## src/rtl/bank_dispatch_pq.sv

```systemverilog
`timescale 1ns/1ps
// bank_dispatch_pq: buffers arriving customers in a VIP FIFO and a normal FIFO and
// dispatches one per cycle to the lowest-index idle service counter, which then counts
// its service time down to zero.
// Ports:
//   clk, rst            rising-edge clock, synchronous active-high reset
//   in_valid/in_num/in_time/in_vip   arrival strobe and payload (in_time==0 ignored)
//   num_bus, rem_bus    per-counter customer number / remaining time, counter i at [i*DT_SZ+:DT_SZ]
//   busy, done          per-counter busy flag and one-cycle finish pulse
//   nq_cnt, vq_cnt      normal / VIP FIFO occupancy
//   drop_cnt            saturating count of arrivals refused by a full FIFO
//   qdbg                normal FIFO contents {time,num}, head in slot 0, empty slots zero
module bank_dispatch_pq #(
    parameter int unsigned DT_SZ  = 4,
    parameter int unsigned DEPTH  = 3,
    parameter int unsigned VDEPTH = 2,
    parameter int unsigned PTR_W  = 2,
    parameter int unsigned CNTER  = 3,
    parameter int unsigned DROP_W = 8,
    parameter int unsigned VIP_EN = 1
) (
    input  logic                       clk,
    input  logic                       rst,
    input  logic                       in_valid,
    input  logic [DT_SZ-1:0]           in_num,
    input  logic [DT_SZ-1:0]           in_time,
    input  logic                       in_vip,
    output logic [CNTER*DT_SZ-1:0]     num_bus,
    output logic [CNTER*DT_SZ-1:0]     rem_bus,
    output logic [CNTER-1:0]           busy,
    output logic [CNTER-1:0]           done,
    output logic [PTR_W-1:0]           nq_cnt,
    output logic [PTR_W-1:0]           vq_cnt,
    output logic [DROP_W-1:0]          drop_cnt,
    output logic [DEPTH*2*DT_SZ-1:0]   qdbg
);

    logic [DT_SZ-1:0]         num_q [CNTER];
    logic [DT_SZ-1:0]         num_d [CNTER];
    logic [DT_SZ-1:0]         rem_q [CNTER];
    logic [DT_SZ-1:0]         rem_d [CNTER];
    logic [CNTER-1:0]         busy_q, busy_d, done_q, done_d;
    logic [DT_SZ-1:0]         nf_num_q [DEPTH];
    logic [DT_SZ-1:0]         nf_num_d [DEPTH];
    logic [DT_SZ-1:0]         nf_time_q [DEPTH];
    logic [DT_SZ-1:0]         nf_time_d [DEPTH];
    logic [DT_SZ-1:0]         vf_num_q [VDEPTH];
    logic [DT_SZ-1:0]         vf_num_d [VDEPTH];
    logic [DT_SZ-1:0]         vf_time_q [VDEPTH];
    logic [DT_SZ-1:0]         vf_time_d [VDEPTH];
    logic [PTR_W-1:0]         nf_head_q, nf_head_d, nf_cnt_q, nf_cnt_d;
    logic [PTR_W-1:0]         vf_head_q, vf_head_d, vf_cnt_q, vf_cnt_d;
    logic [DROP_W-1:0]        drop_q, drop_d;
    logic [DEPTH*2*DT_SZ-1:0] qdbg_q, qdbg_d;

    // Next-state: countdown, dispatch selection, FIFO push/pop, drop counting.
    always_comb begin
        logic             found, arr_ok, arr_vip, pop_v, pop_n, bypass, disp;
        logic             full_v, full_n, push_v, push_n, vpush_ok, npush_ok;
        logic [DT_SZ-1:0] vh_num, vh_time, nh_num, nh_time, ld_num, ld_time;
        int               free_idx, vtail, ntail, k;

        for (int i = 0; i < CNTER; i++) begin
            num_d[i] = num_q[i];
            rem_d[i] = rem_q[i];
        end
        for (int s = 0; s < DEPTH; s++) begin
            nf_num_d[s]  = nf_num_q[s];
            nf_time_d[s] = nf_time_q[s];
        end
        for (int s = 0; s < VDEPTH; s++) begin
            vf_num_d[s]  = vf_num_q[s];
            vf_time_d[s] = vf_time_q[s];
        end
        nf_head_d = nf_head_q;
        nf_cnt_d  = nf_cnt_q;
        vf_head_d = vf_head_q;
        vf_cnt_d  = vf_cnt_q;
        drop_d    = drop_q;
        done_d    = '0;
        busy_d    = '0;
        qdbg_d    = '0;
        found     = 1'b0;
        free_idx  = 0;
        vh_num    = '0;
        vh_time   = '0;
        nh_num    = '0;
        nh_time   = '0;
        k         = 0;

        // Countdown; a counter reaching zero clears its number and pulses done.
        for (int i = 0; i < CNTER; i++) begin
            if (rem_q[i] == DT_SZ'(1)) begin
                rem_d[i]  = '0;
                num_d[i]  = '0;
                done_d[i] = 1'b1;
            end else if (rem_q[i] != '0) begin
                rem_d[i] = rem_q[i] - DT_SZ'(1);
            end
        end

        // Free is judged on the pre-edge value so a just-finished counter waits a cycle.
        for (int i = 0; i < CNTER; i++) begin
            if (!found && rem_q[i] == '0) begin
                found    = 1'b1;
                free_idx = i;
            end
        end

        for (int s = 0; s < VDEPTH; s++) begin
            if (PTR_W'(s) == vf_head_q) begin
                vh_num  = vf_num_q[s];
                vh_time = vf_time_q[s];
            end
        end
        for (int s = 0; s < DEPTH; s++) begin
            if (PTR_W'(s) == nf_head_q) begin
                nh_num  = nf_num_q[s];
                nh_time = nf_time_q[s];
            end
        end

        arr_ok  = in_valid && (in_time != '0);
        arr_vip = in_vip && (VIP_EN != 0);
        pop_v   = found && (vf_cnt_q != '0);
        pop_n   = found && (vf_cnt_q == '0) && (nf_cnt_q != '0);
        bypass  = found && (vf_cnt_q == '0) && (nf_cnt_q == '0) && arr_ok;
        disp    = pop_v || pop_n || bypass;
        ld_num  = pop_v ? vh_num  : (pop_n ? nh_num  : in_num);
        ld_time = pop_v ? vh_time : (pop_n ? nh_time : in_time);

        for (int i = 0; i < CNTER; i++) begin
            if (disp && i == free_idx) begin
                num_d[i] = ld_num;
                rem_d[i] = ld_time;
            end
            busy_d[i] = (rem_d[i] != '0);
        end

        // Fullness uses pre-edge occupancy, so a same-edge pop does not make room.
        full_v   = (vf_cnt_q == PTR_W'(VDEPTH));
        full_n   = (nf_cnt_q == PTR_W'(DEPTH));
        push_v   = arr_ok && !bypass && arr_vip;
        push_n   = arr_ok && !bypass && !arr_vip;
        vpush_ok = push_v && !full_v;
        npush_ok = push_n && !full_n;

        if (((push_v && full_v) || (push_n && full_n)) && (drop_q != {DROP_W{1'b1}})) begin
            drop_d = drop_q + DROP_W'(1);
        end

        // VIP FIFO: tail slot is head+count modulo depth.
        vtail = int'(vf_head_q) + int'(vf_cnt_q);
        if (vtail >= int'(VDEPTH)) vtail = vtail - int'(VDEPTH);
        for (int s = 0; s < VDEPTH; s++) begin
            if (vpush_ok && s == vtail) begin
                vf_num_d[s]  = in_num;
                vf_time_d[s] = in_time;
            end
        end
        if (pop_v) vf_head_d = (vf_head_q == PTR_W'(VDEPTH - 1)) ? '0 : vf_head_q + PTR_W'(1);
        case ({vpush_ok, pop_v})
            2'b10:   vf_cnt_d = vf_cnt_q + PTR_W'(1);
            2'b01:   vf_cnt_d = vf_cnt_q - PTR_W'(1);
            default: vf_cnt_d = vf_cnt_q;
        endcase

        // Normal FIFO, same scheme.
        ntail = int'(nf_head_q) + int'(nf_cnt_q);
        if (ntail >= int'(DEPTH)) ntail = ntail - int'(DEPTH);
        for (int s = 0; s < DEPTH; s++) begin
            if (npush_ok && s == ntail) begin
                nf_num_d[s]  = in_num;
                nf_time_d[s] = in_time;
            end
        end
        if (pop_n) nf_head_d = (nf_head_q == PTR_W'(DEPTH - 1)) ? '0 : nf_head_q + PTR_W'(1);
        case ({npush_ok, pop_n})
            2'b10:   nf_cnt_d = nf_cnt_q + PTR_W'(1);
            2'b01:   nf_cnt_d = nf_cnt_q - PTR_W'(1);
            default: nf_cnt_d = nf_cnt_q;
        endcase

        // Debug view of the next normal FIFO state, rotated so the head lands in slot 0.
        for (int j = 0; j < DEPTH; j++) begin
            k = int'(nf_head_d) + j;
            if (k >= int'(DEPTH)) k = k - int'(DEPTH);
            for (int s = 0; s < DEPTH; s++) begin
                if (s == k && j < int'(nf_cnt_d)) begin
                    qdbg_d[j*2*DT_SZ +: 2*DT_SZ] = {nf_time_d[s], nf_num_d[s]};
                end
            end
        end
    end

    // State register; reset overrides any arrival or dispatch.
    always_ff @(posedge clk) begin
        if (rst) begin
            for (int i = 0; i < CNTER; i++) begin
                num_q[i] <= '0;
                rem_q[i] <= '0;
            end
            for (int s = 0; s < DEPTH; s++) begin
                nf_num_q[s]  <= '0;
                nf_time_q[s] <= '0;
            end
            for (int s = 0; s < VDEPTH; s++) begin
                vf_num_q[s]  <= '0;
                vf_time_q[s] <= '0;
            end
            nf_head_q <= '0;
            nf_cnt_q  <= '0;
            vf_head_q <= '0;
            vf_cnt_q  <= '0;
            drop_q    <= '0;
            busy_q    <= '0;
            done_q    <= '0;
            qdbg_q    <= '0;
        end else begin
            for (int i = 0; i < CNTER; i++) begin
                num_q[i] <= num_d[i];
                rem_q[i] <= rem_d[i];
            end
            for (int s = 0; s < DEPTH; s++) begin
                nf_num_q[s]  <= nf_num_d[s];
                nf_time_q[s] <= nf_time_d[s];
            end
            for (int s = 0; s < VDEPTH; s++) begin
                vf_num_q[s]  <= vf_num_d[s];
                vf_time_q[s] <= vf_time_d[s];
            end
            nf_head_q <= nf_head_d;
            nf_cnt_q  <= nf_cnt_d;
            vf_head_q <= vf_head_d;
            vf_cnt_q  <= vf_cnt_d;
            drop_q    <= drop_d;
            busy_q    <= busy_d;
            done_q    <= done_d;
            qdbg_q    <= qdbg_d;
        end
    end

    // Flatten counter registers onto the output buses.
    for (genvar g = 0; g < CNTER; g++) begin : g_bus
        assign num_bus[g*DT_SZ +: DT_SZ] = num_q[g];
        assign rem_bus[g*DT_SZ +: DT_SZ] = rem_q[g];
    end

    assign busy     = busy_q;
    assign done     = done_q;
    assign nq_cnt   = nf_cnt_q;
    assign vq_cnt   = vf_cnt_q;
    assign drop_cnt = drop_q;
    assign qdbg     = qdbg_q;

endmodule
```

## config.mk

```make
export PLATFORM = sky130hd
export DESIGN_NAME = bank_dispatch_pq
export DESIGN_NICKNAME = d
export VERILOG_FILES = /design/src/rtl/bank_dispatch_pq.sv
export SDC_FILE = /design/constraint.sdc
export NUM_CORES = 1
export LEC_CHECK = 0
export CORE_UTILIZATION = 59
export DETAILED_ROUTE_END_ITERATION = 8
export GPL_ROUTABILITY_DRIVEN = 0
export GPL_TIMING_DRIVEN = 1
export PLACE_DENSITY = 0.85
export SYNTH_ARGS = -nofsm -noshare
export SYNTH_HDL_FRONTEND = slang
export SYNTH_SLANG_ARGS = --single-unit
```

## constraint.sdc

```tcl
create_clock -name clk -period 8.44 [get_ports clk]
set_clock_uncertainty 0.05 [all_clocks]
set_input_delay 1.688 -clock clk [delete_from_list [all_inputs] [get_ports clk]]
set_output_delay 1.688 -clock clk [all_outputs]
set_load 0.01 [all_outputs]
```

==> results.md <==
* Post-synthesis area per instance at 8.991 µm²
* H-tree level count at 3
* GRT overflow at 0
* Initial antenna violation count at 0
* Syn nets at 638
* IO buf count at 77
* All-layer global routing usage at 0.2892
* Max-capacitance violation count at 0
* Vias per inst at 6.339
* Die ar. at 9670 µm²
* Share of post-route cells with drive strength above 1 at 0.06777
* Synth Area in Compound Gates at 0.1723
* Max Slew Vio Count at 0
* Fillers at 658
* Max_slew headroom at 0.2401
* Post-Syn Instances at 609
* Main combinational cell family by area after synthesis: simple AND/OR/NAND/NOR gates
* Setup ws final at 2.792 ns
* Clk slew on worst S/H paths at 0.10 ns
* Pre-CTS WS at 2.522 ns
* Die width at 98.34 µm
* PwrDens at 338.9 nW/µm²
* Final min period at 5.648 ns
* Vias after detailed routing at 4894
* Critical Path Slowest Stage Cell: nor2b_1
* Critical Path Start Type: input port
* Area after DPL at 6215 µm²
* Vias in the first global route at 4569
* Req. time, crit path at 8.68 ns
* Antenna diode count at 0
* Adder-Cell Fraction of Synth Area at 0.04159
* Register area at 2202 µm²
* Fin area at 6406 µm²
* Worst setup EP type: flip-flop
* Pleak at 2.332 nW
* CTS tree: built
* Rows at 34
* Area grow syn2layout at 17.00%
* Post-Synth Simple-Gate Area at 0.2059
* Postcts setup bufs at 0
* Critical path's top delay family: simple AND/OR/NAND/NOR gates
* Max Buffers Root-to-Sink at 2
* Hold Violations, Final at 0
* Routed WL at 13760 µm
* Number of synthesized flops with an enable pin at 0
* Fin crit share at 0.6692
* Clk sinks at 110
* Mux cell area share after synthesis at 0.1149
* Hold_buf cts at 0
* Non-Filler Instances at 772
* Final setup fails at 0
* Sequential area share after synthesis at 0.4022
* Core area at 8848 µm²
* Worst skew pair latency at 0.38 ns
* Most used flip-flop cell after synthesis: dfxtp_1
* First drt pass iteration count at 9
* CP peak stage delay at 0.95 ns
* CTS Buf Count at 9
* Outcome: finished with violations
* Placed instance count at 756
* Peak supply drop at 0.2072 mV
* Nets@finish at 688
* Global-route wire length before repair at 22290 µm
* Initial DRC Count at 305
* Post-DR wirelength/cell at 17.83 µm
* Post-Route Setup TNS at 0 ns
* WP data arrival at 5.88 ns
* Largest net degree at the start of global routing at 113
* CTS root buf: clkbuf_8
* R2R setup slack at 3.52 ns
* Failing checks: design-rule violations
* Buf+Inv Stages, Crit Path at 1
* Post-CTS Resized at 0
* Worst Max-Slew Pin Slew at 1.137 ns
* Hpwl dp at 9731 µm
* Total number of yosys warnings at 0
* Critical path type: in -> reg
* Starting Density at 0.6188
* # DRC at 3
* Crit-path max FO at 16
* Post-synthesis async set-or-reset flop share at 0
* Hold Path Class: reg -> reg
* Detail Route Antenna Nets at 0
* Die Y-Extent at 98.34 µm
* F_max at 177.0 MHz
* Mapped Area at 5475 µm²
* Post-synthesis xor/xnor area fraction at 0.01760
* Area of the multi-input gates at 3030 µm²
* FF+latch count, synth at 110
* Post-synthesis cell type count at 64
* I/O Pins at 78
* RSZ-0062 raised after global routing: false
* Cells along the critical path: clkdlybuf4s50_1 -> o41ai_2 -> or3_1 -> ha_1 -> nor2_1 -> mux2i_2 -> nor2b_1 -> a221oi_1 -> a211oi_1
## per-stage QoR
stage	power, mW	hold slack (ns)	utilization
2_1_floorplan	1.510	0.4061	-
3_3_place_gp	1.795	0.4121	0.7023
3_5_place_dp	1.843	0.4150	0.7023
4_1_cts	2.153	0.4287	0.7240
5_1_grt	2.307	0.4584	0.7240
6_report	2.171	0.4268	0.7240
## synth_stat cells (all sizes together) (8+ instances only)
cell / instances / area, µm²
a211oi: 16 / 120.1
nor3: 8 / 45.04
o21ai: 21 / 105.1
dfxtp: 110 / 2202
clkbuf: 23 / 86.33
nand3: 13 / 65.06
nor2: 91 / 341.6
ha: 15 / 187.7
a21oi: 22 / 110.1
a31oi: 22 / 152.7
nand2: 35 / 131.4
mux2i: 43 / 434.2
inv: 19 / 71.32
xnor2: 8 / 70.07
buf: 16 / 91.33
a221oi: 25 / 219.0
nor2b: 26 / 162.7
mux2: 15 / 195.2
## tightest hold or removal path: cells and delay by family, from the launching register on
| family | cells | cell delay (ns) |
|---|---|---|
| simple gates | 1 | 0.06 |
| flops | 1 | 0.32 |
| compound gates | 1 | 0.06 |
## cell usage in the layout (no fill, tap or decap), drive strengths merged, types with 10 or more instances in the layout
| cell type | synthesis | final |
|---|---|---|
| o21ai | 21 | 21 |
| inv | 19 | 21 |
| a31oi | 22 | 22 |
| mux2 | 15 | 15 |
| nand3 | 13 | 13 |
| clkbuf | 23 | 10 |
| a221oi | 25 | 25 |
| mux2i | 43 | 43 |
| nor2 | 91 | 91 |
| dfxtp | 110 | 110 |
| clkdlybuf4s50 | 0 | 76 |
| a211oi | 16 | 16 |
| a21oi | 22 | 22 |
| nor2b | 26 | 26 |
| nand2 | 35 | 35 |
| ha | 15 | 15 |
## cell families after synthesis
| kind of cell | count (synthesis) |
|---|---|
| flip-flops | 110 |
| buffers and inverters | 58 |
| AO/OA/AOI/OAI | 133 |
| AND/OR/NAND/NOR | 222 |
| multiplexers | 58 |
| adder cells (fa/ha/maj) | 17 |
| XOR/XNOR | 11 |
## registers in the layout, indices dropped and copies added (netlist names), 8 cells and up
signal	count
nf_time_q	12
nf_num_q	12
qdbg	24
rem_q	12
num_q	12
vf_time_q	8
drop_cnt	8
vf_num_q	8
## metal layers
metal  vias up  wire length, µm  global-route usage
li1       2311                -                   -
met1      2361             5962              0.3754
met2       195             6612              0.4794
met3        27              905             0.05583
met4         0              282              0.1056
met5         -                0                   0
## area by class of cell
class | instances | share of cell area
inverters | 19 | 0.01113
clock inverters | 6 | 0.008398
repair buffers | 78 | 0.1211
multi-input cells | 441 | 0.4730
flip-flops and latches | 110 | 0.3437
clock buffers | 10 | 0.02148
well taps | 108 | 0.02109
## where the power goes
part | switching (mW) | internal (mW) | leakage [nW]
registers | 0.102 | 0.617 | 0.892
clock network | 0.189 | 0.120 | 0.0950
logic | 0.675 | 0.468 | 1.34
total | 0.966 | 1.21 | 2.33
## final timing paths
| path | startpoint | to | cells past startpoint |
|---|---|---|---|
| worst min register to register | num_q[0][4] | num_q[0][4] | 2 |
| worst max-delay path | in_time[0] | qdbg[21] | 9 |
| worst min-delay path | num_q[0][4] | num_q[0][4] | 2 |
| worst max register to register | rem_q[0][8] | qdbg[21] | 15 |
No activity file was read; power rests on OpenSTA's default activity.
